===== src/rtl/ram_ctrl_pkg.sv =====
// Shared types and constants for the RAM write/scan controller.
// The *_SIM values shrink the debounce and scan timers so simulations stay short.
package ram_ctrl_pkg;

    typedef enum logic [1:0] {
        IDLE,
        WRITE,
        SCAN
    } state_t;

    localparam int RAM_ADDR_W = 4;
    localparam int RAM_DATA_W = 8;

    localparam logic [19:0] DEB_CYCLES_SIM  = 20'd4;
    localparam logic [25:0] SCAN_CYCLES_SIM = 26'd8;

endpackage


===== src/rtl/ram_wr_ctrl_if.sv =====
// User-input and RAM-port bundle of the write controller.
// The master side is the controller; the slave side is the board/RAM side.
interface ram_wr_if
    import ram_ctrl_pkg::*;
#(
    parameter int ADDR_W = RAM_ADDR_W,
    parameter int DATA_W = RAM_DATA_W
);
    logic              key_n;
    logic              mode;
    logic [DATA_W-1:0] sw_data;
    logic              ram_we;
    logic [ADDR_W-1:0] ram_addr;
    logic [DATA_W-1:0] ram_din;
    logic              full;

    modport master (
        input  key_n, mode, sw_data,
        output ram_we, ram_addr, ram_din, full
    );

    modport slave (
        output key_n, mode, sw_data,
        input  ram_we, ram_addr, ram_din, full
    );
endinterface


===== src/rtl/ram_wr_ctrl_key_debounce.sv =====
// Push-button conditioner: 2-flop synchronizer, stability counter and a
// one-cycle press pulse on each debounced 1->0 transition.
module key_debounce #(
    parameter logic [19:0] DEB_CYCLES = 20'd500000
) (
    input  logic clk,
    input  logic rst_n,
    input  logic key_n,
    output logic press,
    output logic level
);

    logic        key_p0;
    logic        key_p1;
    logic        level_d;
    logic [19:0] cnt;

    // synchronizer stage boundary: raw pin -> key_p0 -> key_p1
    always_ff @(posedge clk or negedge rst_n) begin
        if (!rst_n) begin
            key_p0 <= 1'b1;
            key_p1 <= 1'b1;
        end else begin
            key_p0 <= key_n;
            key_p1 <= key_p0;
        end
    end

    // Any return to agreement restarts the count, so short glitches never land.
    always_ff @(posedge clk or negedge rst_n) begin
        if (!rst_n) begin
            cnt     <= '0;
            level   <= 1'b1;
            level_d <= 1'b1;
        end else begin
            level_d <= level;
            if (key_p1 == level) begin
                cnt <= '0;
            end else if (cnt == DEB_CYCLES) begin
                level <= key_p1;
                cnt   <= '0;
            end else begin
                cnt <= cnt + 20'd1;
            end
        end
    end

    assign press = level_d & ~level;

endmodule


===== src/rtl/ram_wr_ctrl.sv =====
// RAM write controller: debounced key presses write sw_data at an
// auto-incrementing address; scan mode steps the read address on a timer.
module ram_wr_ctrl
    import ram_ctrl_pkg::*;
#(
    parameter logic [19:0] DEB_CYCLES  = 20'd500000,
    parameter logic [25:0] SCAN_CYCLES = 26'd25000000,
    parameter int          ADDR_W      = RAM_ADDR_W,
    parameter int          DATA_W      = RAM_DATA_W
) (
    input  logic     clk,
    input  logic     rst_n,
    ram_wr_if.master bus
);

    state_t            state, state_nxt;
    logic              mode_p0, mode_p1;
    logic              press, key_level, press_evt;

    logic              we_q, we_nxt;
    logic [ADDR_W-1:0] addr_q, addr_nxt;
    logic [DATA_W-1:0] din_q, din_nxt;
    logic              full_q, full_nxt;
    logic [ADDR_W-1:0] wr_ptr, wr_ptr_nxt;
    logic [ADDR_W-1:0] scan_ptr, scan_ptr_nxt;
    logic [25:0]       timer, timer_nxt;

    key_debounce #(
        .DEB_CYCLES (DEB_CYCLES)
    ) u_key (
        .clk   (clk),
        .rst_n (rst_n),
        .key_n (bus.key_n),
        .press (press),
        .level (key_level)
    );

    assign press_evt = press & ~key_level;

    // synchronizer stage boundary: raw mode switch -> mode_p0 -> mode_p1
    always_ff @(posedge clk or negedge rst_n) begin
        if (!rst_n) begin
            mode_p0 <= 1'b0;
            mode_p1 <= 1'b0;
        end else begin
            mode_p0 <= bus.mode;
            mode_p1 <= mode_p0;
        end
    end

    always_ff @(posedge clk or negedge rst_n) begin
        if (!rst_n) state <= IDLE;
        else        state <= state_nxt;
    end

    // Mode is checked before the press so a coincident press is dropped.
    always_comb begin
        state_nxt    = state;
        we_nxt       = 1'b0;
        addr_nxt     = addr_q;
        din_nxt      = din_q;
        full_nxt     = full_q;
        wr_ptr_nxt   = wr_ptr;
        scan_ptr_nxt = scan_ptr;
        timer_nxt    = timer;
        unique case (state)
            IDLE: begin
                if (mode_p1) begin
                    scan_ptr_nxt = '0;
                    timer_nxt    = '0;
                    addr_nxt     = '0;
                    state_nxt    = SCAN;
                end else if (press_evt) begin
                    din_nxt   = bus.sw_data;
                    addr_nxt  = wr_ptr;
                    we_nxt    = 1'b1;
                    state_nxt = WRITE;
                end else begin
                    addr_nxt = wr_ptr;
                end
            end
            WRITE: begin
                wr_ptr_nxt = wr_ptr + 1'b1;
                if (wr_ptr == {ADDR_W{1'b1}}) full_nxt = 1'b1;
                state_nxt = IDLE;
            end
            SCAN: begin
                if (!mode_p1) begin
                    state_nxt = IDLE;
                end else if (timer == SCAN_CYCLES - 26'd1) begin
                    timer_nxt    = '0;
                    scan_ptr_nxt = scan_ptr + 1'b1;
                    addr_nxt     = scan_ptr + 1'b1;
                end else begin
                    timer_nxt = timer + 26'd1;
                end
            end
            default: state_nxt = IDLE;
        endcase
    end

    always_ff @(posedge clk or negedge rst_n) begin
        if (!rst_n) begin
            we_q     <= 1'b0;
            addr_q   <= '0;
            din_q    <= '0;
            full_q   <= 1'b0;
            wr_ptr   <= '0;
            scan_ptr <= '0;
            timer    <= '0;
        end else begin
            we_q     <= we_nxt;
            addr_q   <= addr_nxt;
            din_q    <= din_nxt;
            full_q   <= full_nxt;
            wr_ptr   <= wr_ptr_nxt;
            scan_ptr <= scan_ptr_nxt;
            timer    <= timer_nxt;
        end
    end

    assign bus.ram_we   = we_q;
    assign bus.ram_addr = addr_q;
    assign bus.ram_din  = din_q;
    assign bus.full     = full_q;

endmodule


===== src/flat_wrapper.sv =====
// flat-port wrapper written by rule: the top's interface ports become plain ports
module ram_wr_ctrl_flat import ram_ctrl_pkg::*;
#(
    parameter logic [19:0] DEB_CYCLES  = 20'd500000,
    parameter logic [25:0] SCAN_CYCLES = 26'd25000000,
    parameter int          ADDR_W      = RAM_ADDR_W,
    parameter int          DATA_W      = RAM_DATA_W
)
  (clk, rst_n, bus_key_n, bus_mode, bus_sw_data, bus_ram_we, bus_ram_addr, bus_ram_din, bus_full);
  ram_wr_if #(.ADDR_W(ADDR_W), .DATA_W(DATA_W)) bus_i ();
  input  logic clk;
  input  logic rst_n;
  input wire logic [$bits(bus_i.key_n)-1:0] bus_key_n;
  input wire logic [$bits(bus_i.mode)-1:0] bus_mode;
  input wire logic [$bits(bus_i.sw_data)-1:0] bus_sw_data;
  output wire logic [$bits(bus_i.ram_we)-1:0] bus_ram_we;
  output wire logic [$bits(bus_i.ram_addr)-1:0] bus_ram_addr;
  output wire logic [$bits(bus_i.ram_din)-1:0] bus_ram_din;
  output wire logic [$bits(bus_i.full)-1:0] bus_full;
  assign bus_i.key_n = bus_key_n;
  assign bus_i.mode = bus_mode;
  assign bus_i.sw_data = bus_sw_data;
  assign bus_ram_we = bus_i.ram_we;
  assign bus_ram_addr = bus_i.ram_addr;
  assign bus_ram_din = bus_i.ram_din;
  assign bus_full = bus_i.full;
  ram_wr_ctrl #(.DEB_CYCLES(DEB_CYCLES), .SCAN_CYCLES(SCAN_CYCLES), .ADDR_W(ADDR_W), .DATA_W(DATA_W)) u_core (.clk(clk), .rst_n(rst_n), .bus(bus_i));
endmodule

===== config.mk =====
export PLATFORM = sky130hd
export DESIGN_NAME = ram_wr_ctrl_flat
export DESIGN_NICKNAME = d
export VERILOG_FILES = /design/src/rtl/ram_ctrl_pkg.sv /design/src/rtl/ram_wr_ctrl_if.sv /design/src/rtl/ram_wr_ctrl_key_debounce.sv /design/src/rtl/ram_wr_ctrl.sv /design/src/flat_wrapper.sv
export SDC_FILE = /design/constraint.sdc
export NUM_CORES = 1
export LEC_CHECK = 0
export BUFFER_PORTS_ARGS = -buffer_cell sky130_fd_sc_hd__buf_4
export CAP_MARGIN = 20
export CORE_ASPECT_RATIO = 1.1
export CORE_MARGIN = 4
export CORE_UTILIZATION = 29
export CTS_BUF_LIST = sky130_fd_sc_hd__clkbuf_16
export DETAILED_ROUTE_END_ITERATION = 16
export SLEW_MARGIN = 5
export SYNTH_ARGS = -nofsm -noshare
export SYNTH_HDL_FRONTEND = slang
export SYNTH_SLANG_ARGS = --single-unit

===== constraint.sdc =====
create_clock -name clk -period 4.3 [get_ports clk]
set_clock_uncertainty 0.1 [all_clocks]
set_input_delay 0.43 -clock clk [delete_from_list [all_inputs] [get_ports clk]]
set_output_delay 0.43 -clock clk [all_outputs]
set_load 0.02 [all_outputs]

==> impl_metrics.csv <==
group,metric,value,unit
timing,setup_viol,0,
clocking,cts_buffer_depth,2,
place,portBuffers,25,
synth,yosys_warnings,0,
synth,ys_ff_latch,76,
synth,syn_nets,383,
die,die-area,14600,sq um
worst_setup_path,cp_max_fo,12,
synth,synth_cells,366,
final_layout,drive_gt1_frac,0.173,
route,vias,2681,
final_layout,fill_cells,1269,
worst_setup_path,r2r_start,"u_core.timer[10]",
worst_hold_path,whs_endpoint,"u_core.mode_p0",
route,drc,0,
timing,slew_headroom,0.267,
grt,grt_use_total,0.108,
timing,fmax,397,MHz
clocking,tritoncts,"done",
clocking,clock_sinks,76,
die,fp.dieH,126,microns
flow_run,max_cap_viol_count,0,
die,num_rows,43,
grt,grt_pass1_wl,12800,microns
route,postRouteAntennaNets,0,
final_layout,antenna_cells,0,
synth,yosysMostFrequentCell,"dfrtp_1",
timing,setup_tns,0,ns
clocking,path_clk_slew,0.06,ns
power,powerDensity,359,nW/um^2
synth,netlist_top_cells_area,"dfrtp_1 (49%), xor2_1 (5.0%), nor2_1 (4.8%)",
clocking,htree_levels,3,
die,ios,26,
die,start_util,0.295,
synth,async_flop_share,1.00,
synth,synth_top_area_frac,0.487,
synth,yosysTopAreaCell,"dfrtp_1",
worst_setup_path,cp.required,4.39,ns
power,p_total,1550,uW
route,first_iter_violations,139,
grt,grt_max_degree,77,
worst_hold_path,hold_path_startpoint,"bus_mode",
synth,synth-seq-area-share,0.516,
place,gp_congestion,0.830,
worst_setup_path,end_kind,"register",
grt,antenna_found_initial,0,
die,dieWidth,116,microns
synth,synth.avg_cell_area,10.1,sq um
worst_setup_path,reg2regPathDepth,5,
synth,yosysUniqueCellTypes,42,
route,wl_per_cell,13.4,microns
grt,grt_pass1_vias,2722,
worst_hold_path,whs_path_depth,1,
clocking,cts-resized-gates,0,
final_layout,nNetsFinal,406,
power,leakagePower,0.00193,uW
clocking,cts_buffers,9,
clocking,worst_skew_pair.late_latency,0.33,ns
clocking,cts_setup_buffers,0,
route,dr.pass1.iters,4,
worst_setup_path,r2r_slack,1.78,ns
worst_setup_path,path_class,"reg2reg",
worst_setup_path,r2r_end,"u_core.timer[4]",
run_status,status,"completed",
worst_setup_path,cp.arrival,2.61,ns
place,place.detailed.hpwl,5030,microns
timing,tightestPinTransition,1.09,ns
timing,fin_crit_sh,0.586,
clocking,clock-root-buffer,"clkbuf_16",
timing,drv_slew,0,
grt,grt-ovfl-total,0,
synth,ys_top_cells_by_count,"dfrtp_1 (72), nor2_1 (47), nand2_1 (36), nand3_1 (21), xor2_1 (21)",
power,ir_worst_vdd,0.225,mV
final_layout,area_delta_synth_final,16.8,%
worst_hold_path,min_path_type,"in2reg",
route,wl,7410,microns
timing,hold_viol,0,
die,core-area,12500,sq um
synth,synth-edff-count,0,
synth,synth_flop_cell,"dfrtp_1",
timing,rsz0062_at_grt,"false",
route,viasPerCell,4.87,
timing,period_needed,2.52,ns
clocking,cts_hold_buf,0,
worst_setup_path,start_kind,"register",
synth,synth_area,3700,sq um
[state kept, by name (all words and copies together), names as in the netlist]
signal                count
u_core.bus.ram_din        8
u_core.scan_ptr           4
u_core.timer             26
u_core.mode_p1            1
u_core.bus.full           1
u_core.u_key.key_p1       1
u_core.state              2
u_core.u_key.level_d      1
u_core.u_key.key_p0       1
u_core.u_key.level        1
u_core.wr_ptr             4
u_core.u_key.cnt         20
u_core.bus.ram_we         1
u_core.bus.ram_addr       4
u_core.mode_p0            1
[logic make-up (layout without fill, tap and decap cells)]
logic type | count (synthesis) | after routing | synth area share
fa+ha+maj | 5 | 5 | 0.0169
xor+xnor | 34 | 34 | 0.0805
flops | 76 | 76 | 0.516
mux | 24 | 24 | 0.0697
compound gates | 32 | 32 | 0.0528
buf+inv | 22 | 50 | 0.0257
simple gates | 173 | 173 | 0.239
[placed cells by master (no fill, tap or decap), drive strengths merged, types with 3 or more instances in the layout]
cell type  netlist  routed
clkinvlp         0       3
nand3b           3       3
xnor2           13      13
nand3           21      21
xor2            21      21
nand4           16      16
nand2           36      36
inv              8       8
ha               5       5
dfrtp           72      72
dfstp            4       4
nor3b            3       3
nor2            47      47
buf              3      26
a21oi            5       5
nor4b            4       4
nor3            10      10
mux2i           10      10
clkbuf          11       9
clkinv           0       3
nand2b           4       4
and3            12      12
mux2            14      14
o21ai           18      18
nor4             7       7
[power breakdown]
part           internal (uW)  leakage (uW)  total (uW)  switching, uW
sequential               729       0.00103         745           16.3
combinational           25.2      0.000760        68.4           43.3
clock                    446      0.000137         738            292
[critical path, cell delays in order, from the launching register on]
cell	delay, ns
dfrtp_1	0.46
or4_1	0.50
or4_4	0.45
nor3_4	0.27
nand2b_1	0.42
o21ai_0	0.17
[through the flow]
step                 util  setup WS [ns]  cells  hold WS [ns]  instance area [sq um]
CTS                 0.344           1.78    551        0.0914                   4320
floorplan               -           2.05    366        0.0344                   3700
global placement    0.321           1.82    535         0.240                   4020
finish              0.344           1.78    551         0.101                   4320
detailed placement  0.321           1.80    535         0.250                   4020
global route        0.344           1.64    551        0.0822                   4320
[per-layer routing]
metal | routed length [microns] | up-vias | track usage
li1 | - | 1324 | -
met1 | 3480 | 1315 | 0.139
met2 | 3630 | 33 | 0.174
met3 | 196 | 9 | 0.0296
met4 | 102 | 0 | 0.0382
met5 | 0 | - | 0
[area by class of cell]
type	instances	area, sq um	share of cell area
clock buffer	9	225	0.0522
clock inverter	7	67.6	0.0157
inverter	8	30.0	0.00696
multi-input combinational	268	1700	0.393
sequential	76	1910	0.442
tap	157	196	0.0455
timing repair buffer	26	195	0.0452
[worst max path at each step]
stage	from	slack [ns]	cells after the start	endpoint
floorplan	u_core.timer[10]	2.05	7	u_core.timer[11]
global placement	u_core.timer[17]	1.82	5	u_core.timer[22]
CTS	u_core.timer[10]	1.78	5	u_core.timer[19]
finish	u_core.timer[10]	1.78	5	u_core.timer[4]
detailed placement	u_core.timer[17]	1.80	5	u_core.timer[10]
global route	u_core.timer[17]	1.64	5	u_core.timer[22]
(Power assumes the default switching activity.)
